<file path="src/rtl/adc_scan_sequencer.sv">
// adc_scan_sequencer: LTC2308 scan sequencer for the ELF/VLF receiver.
// Fires one multi-channel scan per sample tick, drives CONVST/SCLK/SDI and
// tags each result with the channel it belongs to (the ADC converts the
// channel named by the previous frame's config word).
// Optional build macro ADC_TESTPAT_EN: adds test_mode, which replaces the
// sample word with {cur_ch, 9-bit frame counter}.
//
// state     | meaning
// ----------+--------------------------------------------------------------
// IDLE      | pins quiet, waiting for enable with a non-zero channel mask
// PRIME     | set up the first-channel config; the frame that follows is
//           | discarded (primed = 0)
// WAIT_TICK | primed, waiting for the next sample tick
// CONVST    | CONVST pin high for CONVST_HI cycles
// CONV      | conversion wait, CONV_CYCLES cycles
// SHIFT     | 12 SCLK periods: result in on SDO, config out on SDI
// NEXT      | one cycle: hand the result to the output register
`timescale 1ns/1ps

module adc_scan_sequencer #(
    parameter int SCLK_HALF     = 2,
    parameter int CONVST_HI     = 2,
    parameter int CONV_CYCLES   = 80,
    parameter int SAMPLE_PERIOD = 500
) (
    input  logic        clk,
    input  logic        rst_n,
    input  logic        enable,
    input  logic [7:0]  ch_mask,
    input  logic        uni,
`ifdef ADC_TESTPAT_EN
    input  logic        test_mode,
`endif
    output logic        adc_convst,
    output logic        adc_sclk,
    output logic        adc_sdi,
    input  logic        adc_sdo,
    output logic [11:0] smp_data,
    output logic [2:0]  smp_ch,
    output logic        smp_first,
    output logic        smp_valid,
    input  logic        smp_ready,
    output logic [15:0] ovf_count,
    output logic [15:0] miss_count,
    output logic        busy
);

    typedef enum logic [2:0] {
        S_IDLE, S_PRIME, S_WAIT_TICK, S_CONVST, S_CONV, S_SHIFT, S_NEXT
    } state_t;

    state_t      state_q, state_d;
    logic [15:0] div_q, tmr_q;
    logic        tick, tmr_done;
    logic [4:0]  half_q;
    logic        sclk_q;
    logic [11:0] sh_q;
    logic [7:0]  scan_mask_q;
    logic [2:0]  cur_ch_q, nxt_ch_q;
    logic        cur_first_q, nxt_first_q, last_q, mask_zero_q, primed_q;
    logic [3:0]  nb, lm, fs, bit_k;
    logic [5:0]  cfg_word;
    logic        at_next, load_smp;
`ifdef ADC_TESTPAT_EN
    logic [8:0]  frm_q;
`endif

    // Lowest set bit of m as {found, index}.
    function automatic logic [3:0] lowest_set(input logic [7:0] m);
        logic [3:0] r;
        r = 4'd0;
        for (int i = 7; i >= 0; i--) begin
            if (m[i]) r = {1'b1, 3'(i)};
        end
        return r;
    endfunction

    // Mask of channels strictly above c.
    function automatic logic [7:0] above(input logic [2:0] c);
        logic [7:0] m;
        m = 8'hFF;
        return m << ({1'b0, c} + 4'd1);
    endfunction

    assign tick     = enable && (div_q == 16'(SAMPLE_PERIOD - 1));
    assign tmr_done = (tmr_q == 16'd0);
    assign nb       = lowest_set(scan_mask_q & above(cur_ch_q));
    assign lm       = lowest_set(ch_mask);
    assign fs       = lowest_set(scan_mask_q);
    assign cfg_word = {1'b1, nxt_ch_q[0], nxt_ch_q[2], nxt_ch_q[1], uni, 1'b0};
    assign bit_k    = half_q[4:1];
    assign at_next  = (state_q == S_NEXT) && primed_q;
    assign load_smp = at_next && (!smp_valid || smp_ready);
    assign adc_sclk = sclk_q;

    // State register.
    always_ff @(posedge clk or negedge rst_n) begin
        if (!rst_n) state_q <= S_IDLE;
        else        state_q <= state_d;
    end

    // Next-state logic.
    always_comb begin
        state_d = state_q;
        case (state_q)
            S_IDLE:      if (enable && ch_mask != 8'd0) state_d = S_PRIME;
            S_PRIME:     state_d = S_CONVST;
            S_WAIT_TICK: if (!enable) state_d = S_IDLE;
                         else if (tick) state_d = S_CONVST;
            S_CONVST:    if (tmr_done) state_d = S_CONV;
            S_CONV:      if (tmr_done) state_d = S_SHIFT;
            S_SHIFT:     if (tmr_done && half_q == 5'd23) state_d = S_NEXT;
            S_NEXT: begin
                if (!enable || (primed_q && last_q && mask_zero_q)) state_d = S_IDLE;
                else if (!primed_q || last_q)                      state_d = S_WAIT_TICK;
                else                                               state_d = S_CONVST;
            end
            default:     state_d = S_IDLE;
        endcase
    end

    // Pin outputs decoded from the registered state.
    always_comb begin
        adc_convst = (state_q == S_CONVST);
        busy       = (state_q != S_IDLE);
        adc_sdi    = 1'b0;
        if (state_q == S_SHIFT && bit_k < 4'd6) adc_sdi = cfg_word[3'(4'd5 - bit_k)];
    end

    // Sample tick divider, held at zero while disabled.
    always_ff @(posedge clk or negedge rst_n) begin
        if (!rst_n)       div_q <= 16'd0;
        else if (!enable) div_q <= 16'd0;
        else if (tick)    div_q <= 16'd0;
        else              div_q <= div_q + 16'd1;
    end

    // Phase timer: reloaded on each state entry and on each SCLK half period.
    always_ff @(posedge clk or negedge rst_n) begin
        if (!rst_n) begin
            tmr_q <= 16'd0;
        end else if (state_d != state_q) begin
            case (state_d)
                S_CONVST: tmr_q <= 16'(CONVST_HI - 1);
                S_CONV:   tmr_q <= 16'(CONV_CYCLES - 1);
                S_SHIFT:  tmr_q <= 16'(SCLK_HALF - 1);
                default:  tmr_q <= 16'd0;
            endcase
        end else if (state_q == S_SHIFT && tmr_done) begin
            tmr_q <= 16'(SCLK_HALF - 1);
        end else if (!tmr_done) begin
            tmr_q <= tmr_q - 16'd1;
        end
    end

    // SCLK generation and MSB-first capture of SDO on each rising edge.
    always_ff @(posedge clk or negedge rst_n) begin
        if (!rst_n) begin
            sclk_q <= 1'b0;
            half_q <= 5'd0;
            sh_q   <= 12'd0;
        end else if (state_q != S_SHIFT) begin
            sclk_q <= 1'b0;
            half_q <= 5'd0;
        end else if (tmr_done) begin
            sclk_q <= ~sclk_q;
            half_q <= half_q + 5'd1;
            if (!sclk_q) sh_q <= {sh_q[10:0], adc_sdo};
        end
    end

    // Scan bookkeeping: which channel this frame configures and which
    // channel's result is coming out. The next channel is decided at the end
    // of CONV, so a last-frame mask resample is seen before SHIFT starts.
    always_ff @(posedge clk or negedge rst_n) begin
        if (!rst_n) begin
            scan_mask_q <= 8'd0;
            cur_ch_q    <= 3'd0;
            nxt_ch_q    <= 3'd0;
            cur_first_q <= 1'b0;
            nxt_first_q <= 1'b0;
            last_q      <= 1'b0;
            mask_zero_q <= 1'b0;
            primed_q    <= 1'b0;
        end else begin
            case (state_q)
                S_IDLE: if (state_d == S_PRIME) begin
                    scan_mask_q <= ch_mask;
                    primed_q    <= 1'b0;
                end
                S_PRIME: begin
                    nxt_ch_q    <= fs[2:0];
                    nxt_first_q <= 1'b1;
                end
                S_CONV: if (tmr_done && primed_q) begin
                    if (!nb[3]) begin
                        scan_mask_q <= ch_mask;
                        nxt_ch_q    <= lm[3] ? lm[2:0] : 3'd0;
                        nxt_first_q <= 1'b1;
                        last_q      <= 1'b1;
                        mask_zero_q <= (ch_mask == 8'd0);
                    end else begin
                        nxt_ch_q    <= nb[2:0];
                        nxt_first_q <= 1'b0;
                        last_q      <= 1'b0;
                    end
                end
                S_NEXT: begin
                    cur_ch_q    <= nxt_ch_q;
                    cur_first_q <= nxt_first_q;
                    primed_q    <= 1'b1;
                end
                default: ;
            endcase
        end
    end

    // Single-entry output register; a sample arriving while full is dropped.
    always_ff @(posedge clk or negedge rst_n) begin
        if (!rst_n) begin
            smp_data  <= 12'd0;
            smp_ch    <= 3'd0;
            smp_first <= 1'b0;
            smp_valid <= 1'b0;
            ovf_count <= 16'd0;
        end else begin
            if (load_smp) begin
`ifdef ADC_TESTPAT_EN
                smp_data  <= test_mode ? {cur_ch_q, frm_q} : sh_q;
`else
                smp_data  <= sh_q;
`endif
                smp_ch    <= cur_ch_q;
                smp_first <= cur_first_q;
                smp_valid <= 1'b1;
            end else if (smp_valid && smp_ready) begin
                smp_valid <= 1'b0;
            end
            if (at_next && !load_smp && ovf_count != 16'hFFFF) ovf_count <= ovf_count + 16'd1;
        end
    end

    // Ticks that arrive mid-scan are counted, not queued.
    always_ff @(posedge clk or negedge rst_n) begin
        if (!rst_n) miss_count <= 16'd0;
        else if (tick && state_q != S_IDLE && state_q != S_WAIT_TICK && miss_count != 16'hFFFF)
            miss_count <= miss_count + 16'd1;
    end

`ifdef ADC_TESTPAT_EN
    // Frame counter for the test pattern, advancing on every delivered frame.
    always_ff @(posedge clk or negedge rst_n) begin
        if (!rst_n)       frm_q <= 9'd0;
        else if (at_next) frm_q <= frm_q + 9'd1;
    end
`endif

endmodule
</file>
<file path="config.mk">
export PLATFORM = sky130hd
export DESIGN_NAME = adc_scan_sequencer
export DESIGN_NICKNAME = d
export VERILOG_FILES = /design/src/rtl/adc_scan_sequencer.sv
export SDC_FILE = /design/constraint.sdc
export NUM_CORES = 1
export LEC_CHECK = 0
export ABC_CLOCK_PERIOD_IN_PS = 8150
export BUFFER_PORTS_ARGS = -buffer_cell sky130_fd_sc_hd__buf_2
export CORE_ASPECT_RATIO = 1.75
export CORE_UTILIZATION = 52
export DETAILED_ROUTE_END_ITERATION = 7
export PLACE_DENSITY = 0.72
export SLEW_MARGIN = 0
export SYNTH_ARGS = -nofsm -noshare
export SYNTH_HDL_FRONTEND = slang
export SYNTH_SLANG_ARGS = --single-unit
</file>
<file path="constraint.sdc">
create_clock -name clk -period 8.15 [get_ports clk]
set_input_delay 0.4075 -clock clk [delete_from_list [all_inputs] [get_ports clk]]
set_output_delay 0.4075 -clock clk [all_outputs]
set_load 0.01 [all_outputs]
</file>
==> summary.txt, run 1 <==
GPL Wtd Cong -> 0.860
Setup crit start kind -> flop
max-slew violations -> 0
CORE AREA -> 11200 um^2
Synthesized Nets -> 588
DRC -> 0
largest net degree at the start of global routing -> 83
Worst-path clk slew -> 0.06 ns
Worst Hold Depth -> 2
post-detail-place hpwl -> 8.75 mm
dominant synthesized flop cell -> dfrtp_1
Filler Cells Inserted -> 869
CTS tree -> built
Hold/Removal Path Class -> in -> reg
total track usage -> 0.217
CTS-repair resized insts -> 0
# IOs -> 67
clk buf depth -> 2
Mapped Avg Cell Area -> 10.6 um^2
drt pass-1 iters -> 4
Reg2Reg Depth -> 8
Ant. Diodes -> 0
Synth async-reset ratio -> 1.00
via count of the routed design -> 4444
die height -> 144 um
worst hold start -> smp_ready
WL final -> 12.3 mm
fin util -> 0.630
die area -> 12000 um^2
layout overhead on the synthesized area -> 17.5%
outcome -> complete, no violations
setup_tns -> 0 ns
cts bufs inserted -> 17
Pwr Density -> 284 nW/um^2
Pleak -> 3.37 nW
drt initial violations -> 233
post-route ant nets -> 0
RSZ-0062 raised after global routing -> no
Die W -> 83.1 um
Slew headroom -> 0.206
Min-Delay Endpoint -> smp_valid
Ys Warns -> 0
Clock Tree Root -> clkbuf_16
reg-to-reg setup timing slack -> 4.76 ns
first-pass GRT wire length -> 20.9 mm
WL/cell -> 15.7 um
final hold vios -> 0
Tightest Pin Transition -> 1.19 ns
ratio of cells with drive above 1 in the final layout -> 0.209
peak supply drop -> 220 uV
crit path DAT -> 3.63 ns
max-cap violation count -> 0
EDFF count, synth -> 0
Critical Path Sink Type -> flop
post-synthesis cell area -> 5980 um^2
sequential share of the synthesized area -> 0.506
Setup Buffers After CTS -> 0
Post-CTS Hold Fix Bufs -> 1
Req. time, crit path -> 8.39 ns
critical setup path kind -> reg -> reg
H-tree depth -> 4
fin crit period -> 3.39 ns
clk sink count -> 121
Vias/cell -> 5.65
R2R Path Start -> tmr_q[0]
synth unique cells -> 64
worst skew pair latency -> 0.41 ns
final net count -> 665
post-synthesis cell count -> 564
vias in the first global route -> 4486
setup violators final -> 0
row cnt -> 51
Peak Freq -> 295 MHz
Clock Skew -> 0.00973 ns
crit-path max FO -> 21
port buffer count -> 66
starting density of the core -> 0.536
Seq cells post-synth -> 121
initial antenna violation count -> 0
fin crit share -> 0.416
Reg2Reg Capture Point -> tmr_q[1]
grt total ovfl -> 0
critical path: stages, from the launching register on:
cell and delay, ns:
dfrtp_1 0.37, inv_1 0.09, ha_1 0.22, nor4b_1 0.28
and4_1 0.74, a21oi_1 0.17, and4bb_1 0.24, a21oi_1 0.91
o22ai_1 0.21
per-layer routing:
metal,vias to the layer above,track usage,share of wire
li1,2162,-,-
met1,2189,0.241,0.40
met2,72,0.396,0.55
met3,21,0.0454,0.024
met4,0,0.0998,0.022
met5,-,0,0
flip-flops by register name (all words and copies together) (netlist names), 3 cells and up:
register / count
div_q: 16
miss_count: 16
ovf_count: 16
tmr_q: 16
sh_q: 12
smp_data: 12
scan_mask_q: 8
half_q: 5
cur_ch_q: 3
nxt_ch_q: 3
smp_ch: 3
state_q: 3
cell usage in the layout (no fill, tap or decap), drive strengths merged, types with 2 or more instances in the layout:
master,netlist,final
nor2b,8,8
xor2,24,24
and3,7,7
or2,4,4
nand4b,2,2
a21o,3,3
clkbuf,10,17
a41oi,3,3
nand2,45,45
or4,5,5
a211o,2,2
xnor2,31,31
nor2,61,61
o22ai,3,3
nor4,7,7
clkinv,0,7
a21oi,17,17
o31ai,7,7
nand4,15,15
and2,6,6
a31oi,3,3
ha,10,10
or3,5,5
buf,2,69
nor3,27,27
inv,15,21
nand2b,6,6
nand3,28,28
mux2i,3,3
o21ai,11,11
dfrtp,121,121
and4,4,4
mux2,46,46
o2bb2ai,2,2
worst max path at each step:
stage	from	endpoint	slack [ns]	cells past startpoint
after floorplan	cur_ch_q[1]	scan_mask_q[0]	5.44	9
after global placement	tmr_q[0]	tmr_q[1]	4.85	8
after detailed placement	tmr_q[0]	tmr_q[1]	4.77	8
after CTS	tmr_q[0]	tmr_q[1]	4.75	8
after global routing	tmr_q[0]	tmr_q[1]	4.39	8
final	tmr_q[0]	tmr_q[1]	4.76	8
per-stage QoR:
stage	cells	hold WS, ns	instance area, um^2	setup slack [ns]	power [W]
6_report	786	0.212	7030	4.76	0.00200
3_3_place_gp	753	0.405	6460	4.85	0.00127
3_5_place_dp	753	0.422	6460	4.77	0.00130
2_1_floorplan	564	0.112	5980	5.44	0.00116
4_1_cts	786	0.213	7030	4.75	0.00201
5_1_grt	786	0.231	7030	4.39	0.00212
cell families after synthesis:
logic type               Yosys count  synth area share
AO/OA/AOI/OAI                     65            0.0742
XOR/XNOR                          55            0.0805
adder cells (fa/ha/maj)           10            0.0209
buffers and inverters             27            0.0174
flip-flops                       121             0.506
multiplexers                      49            0.0916
AND/OR/NAND/NOR                  237             0.209
cell usage after synthesis, types with 4 or more instances:
cell type	n	share of area
nand2b_1	6	0.0063
or3_1	5	0.0052
and3_1	7	0.0073
inv_1	15	0.0094
o31ai_1	7	0.0088
nor3_1	22	0.018
nor2b_1	8	0.0084
and2_1	6	0.0063
o21ai_0	11	0.0092
nor3_2	4	0.0067
nor4_1	4	0.0042
nand2_1	45	0.028
nand3_1	27	0.023
mux2_1	27	0.051
dfrtp_1	121	0.51
xor2_1	24	0.035
xnor2_1	31	0.045
clkbuf_1	10	0.0063
a21oi_1	17	0.014
nor2_1	61	0.038
or4_1	4	0.0050
ha_1	10	0.021
mux2_2	19	0.036
nand4_1	15	0.016
cell type report:
cell class / count / area, um^2 / area share
Timing Repair Buffer: 70 / 365 / 0.0519
Tap cell: 132 / 165 / 0.0235
Inverter: 15 / 56.3 / 0.00801
Multi-Input combinational cell: 416 / 2850 / 0.406
Sequential cell: 121 / 3030 / 0.431
Clock inverter: 15 / 140 / 0.0199
Clock buffer: 17 / 425 / 0.0605
where the power goes:
group          switching [W]  leakage, nW  internal [W]
combinational       0.000286         1.47      0.000222
sequential          0.000108         1.62      0.000679
clock               0.000282        0.279      0.000424
total               0.000675         3.37       0.00132
No activity file was read; power rests on OpenSTA's default activity.
==> run 2: changes to the inputs <==
Settings changed: ABC_AREA set to 1, ABC_CLOCK_PERIOD_IN_PS 8150 to 3500.
Clock period 8.15 ns to 3.5 ns, I/O delays scaled along.
==> run 2 against run 1 <==
Against the previous run:
- total power is 56% higher
- routed wire length grew 13%
- synthesized area up 4.7%
- the flow now finishes with violations (design-rule violations)
- via count increased by 22%
- first-iteration DRC count grew 10%
- synthesized cell count increased by 36%
- critical path depth up 4
==> summary.txt, run 2 <==
outcome -> finished, violations left
failing checks -> design-rule violations
drt pass-1 iters -> 7
total track usage -> 0.236
crit-path max FO -> 16
ratio of cells with drive above 1 in the final layout -> 0.169
fin crit share -> 0.774
Die W -> 85.0 um
Reg area -> 3030 um^2
clk buf depth -> 2
Critical Path Source -> cur_ch_q[1]
via count of the routed design -> 5426
drt initial violations -> 257
Req. time, crit path -> 3.73 ns
H-tree depth -> 4
post-synthesis cell area -> 6260 um^2
synth unique cells -> 41
sequential share of the synthesized area -> 0.483
peak supply drop -> 340 uV
post-detail-place hpwl -> 10.1 mm
dpl ws -> 0.871 ns
Setup Buffers After CTS -> 0
most common cell in the netlist -> nand2_1
Synthesized Nets -> 790
worst skew pair latency -> 0.41 ns
Clock Tree Root -> clkbuf_16
Pwr Density -> 427 nW/um^2
vias in the first global route -> 5502
die area -> 12500 um^2
dominant synthesized flop cell -> dfrtp_1
fin crit period -> 2.71 ns
Critical Path Sink Type -> flop
top cells by instance count after synthesis -> 183 x nand2_1, 121 x dfrtp_1, 91 x inv_1
crit path DAT -> 2.94 ns
Pleak -> 3.65 nW
layout overhead on the synthesized area -> 16.9%
largest cells by area after synthesis -> dfrtp_1 48%, nand2_1 11%, inv_1 5.5%
commonest non-fill, non-tap cell in the layout -> nand2_1
row cnt -> 52
Clock Skew -> 0.00824 ns
final hold vios -> 0
Seq cells post-synth -> 121
RSZ-0062 raised after global routing -> no
grt total ovfl -> 0
EDFF count, synth -> 0
DRC -> 10
R2R Path Start -> cur_ch_q[1]
CTS tree -> built
Peak Freq -> 369 MHz
post-synthesis cell count -> 766
largest net degree at the start of global routing -> 55
die height -> 147 um
area of the multi-input gates -> 2840 um^2
initial antenna violation count -> 0
Vias/cell -> 5.46
starting density of the core -> 0.538
CORE AREA -> 11600 um^2
setup_tns -> 0 ns
worst hold start -> adc_sdo
cts bufs inserted -> 17
final net count -> 870
Slew headroom -> 0.344
Mapped Avg Cell Area -> 8.18 um^2
commonest cells after routing, fill and taps aside -> 183 x nand2_1, 121 x dfrtp_1, 91 x inv_1, 82 x nor2_1, 65 x buf_2
Setup crit start kind -> flop
critical setup path kind -> reg -> reg
max-cap violation count -> 0
final worst slack -> 0.792 ns
port buffer count -> 66
Yosys top cell area share -> 0.483
Ant. Diodes -> 0
Yosys top cell by area -> dfrtp_1
Filler Cells Inserted -> 1018
post-route ant nets -> 0
Tightest Pin Transition -> 0.983 ns
# IOs -> 67
clk sink count -> 121
Hold/Removal Path Class -> in -> reg
max-slew violations -> 0
Worst-path clk slew -> 0.06 ns
Ys Warns -> 0
Synth async-reset ratio -> 1.00
first-pass GRT wire length -> 23.7 mm
setup violators final -> 0
GPL Wtd Cong -> 0.939
WL/cell -> 14.0 um
WL final -> 13.9 mm
run 2: cell types whose count changed after synthesis, sizes merged, moves of 6 or more:
| cell | before | now |
|---|---|---|
| o31ai | 7 | 1 |
| nor2 | 61 | 98 |
| mux2 | 46 | 1 |
| xnor2 | 31 | 15 |
| nand2b | 6 | 0 |
| a21oi | 17 | 26 |
| inv | 15 | 94 |
| o21ai | 11 | 59 |
| nor2b | 8 | 0 |
| and3 | 7 | 0 |
| nand3 | 28 | 42 |
| nand2 | 45 | 189 |
| and2 | 6 | 0 |
run 2: timing repair:
item / in CTS / in global routing
hold buffers: 1 / 0
endpoints found under the hold margin: 51 / 0
gates resized for setup: 0 / 0
run 2: worst max-delay path: stages, from the launching register on:
cell     delay [ns]
dfrtp_1        0.39
ha_1           0.19
inv_1          0.05
ha_1           0.30
inv_1          0.05
nand2_1        0.05
nand3_1        0.10
nand2_1        0.13
nor2_1         0.06
nand2_1        0.14
nor2_1         0.09
o22ai_1        0.75
o21ai_0        0.23
run 2: cells by family (layout without fill, tap and decap cells):
kind of cell,after synthesis,in the layout,share of synthesized area
simple gates,389,389,0.287
flops,121,121,0.483
buf+inv,104,197,0.0639
compound gates,100,100,0.0863
xor+xnor,41,41,0.0573
fa+ha+maj,10,10,0.0200
mux,1,1,0.00180
run 2: metal layers:
layer | track usage | wire length, um
met1 | 0.254 | 5520
met2 | 0.436 | 7560
met3 | 0.0472 | 473
met4 | 0.112 | 325
met5 | 0 | 0
run 2: path summary, 6_finish.rpt:
| check | cells past startpoint | to | slack (ns) |
|---|---|---|---|
| setup / recovery | 12 | scan_mask_q[7] | 0.79 |
| hold / removal | 3 | sh_q[0] | 0.02 |
| setup reg to reg | 12 | scan_mask_q[7] | 0.79 |
| hold reg to reg | 2 | smp_data[9] | 0.48 |
| max in group asynchronous | 3 | state_q[2] | 2.24 |
| min in group asynchronous | 2 | sh_q[0] | 0.34 |
run 2: area by class of cell:
type                       count  share of cell area
multi-input combinational    541               0.387
clock buffer                  17              0.0581
clock inverter                15              0.0196
timing repair buffer          70              0.0499
sequential                   121               0.413
inverter                      95              0.0487
tap                          135              0.0231
run 2: power breakdown:
part	internal, W	switching, W
combinational	0.0000156	0.0000460
clock	0.000990	0.000668
sequential	0.00140	0.00000298
run 2: per-stage QoR:
stage	utilization	hold slack [ns]	instances	power (W)	instance area [um^2]
floorplan	-	-0.121	766	0.00145	6260
global placement	0.579	0.259	961	0.00149	6750
detailed placement	0.579	0.260	961	0.00149	6750
CTS	0.629	0.0122	994	0.00315	7320
global route	0.629	0.0251	994	0.00322	7320
finish	0.629	0.0185	994	0.00313	7320
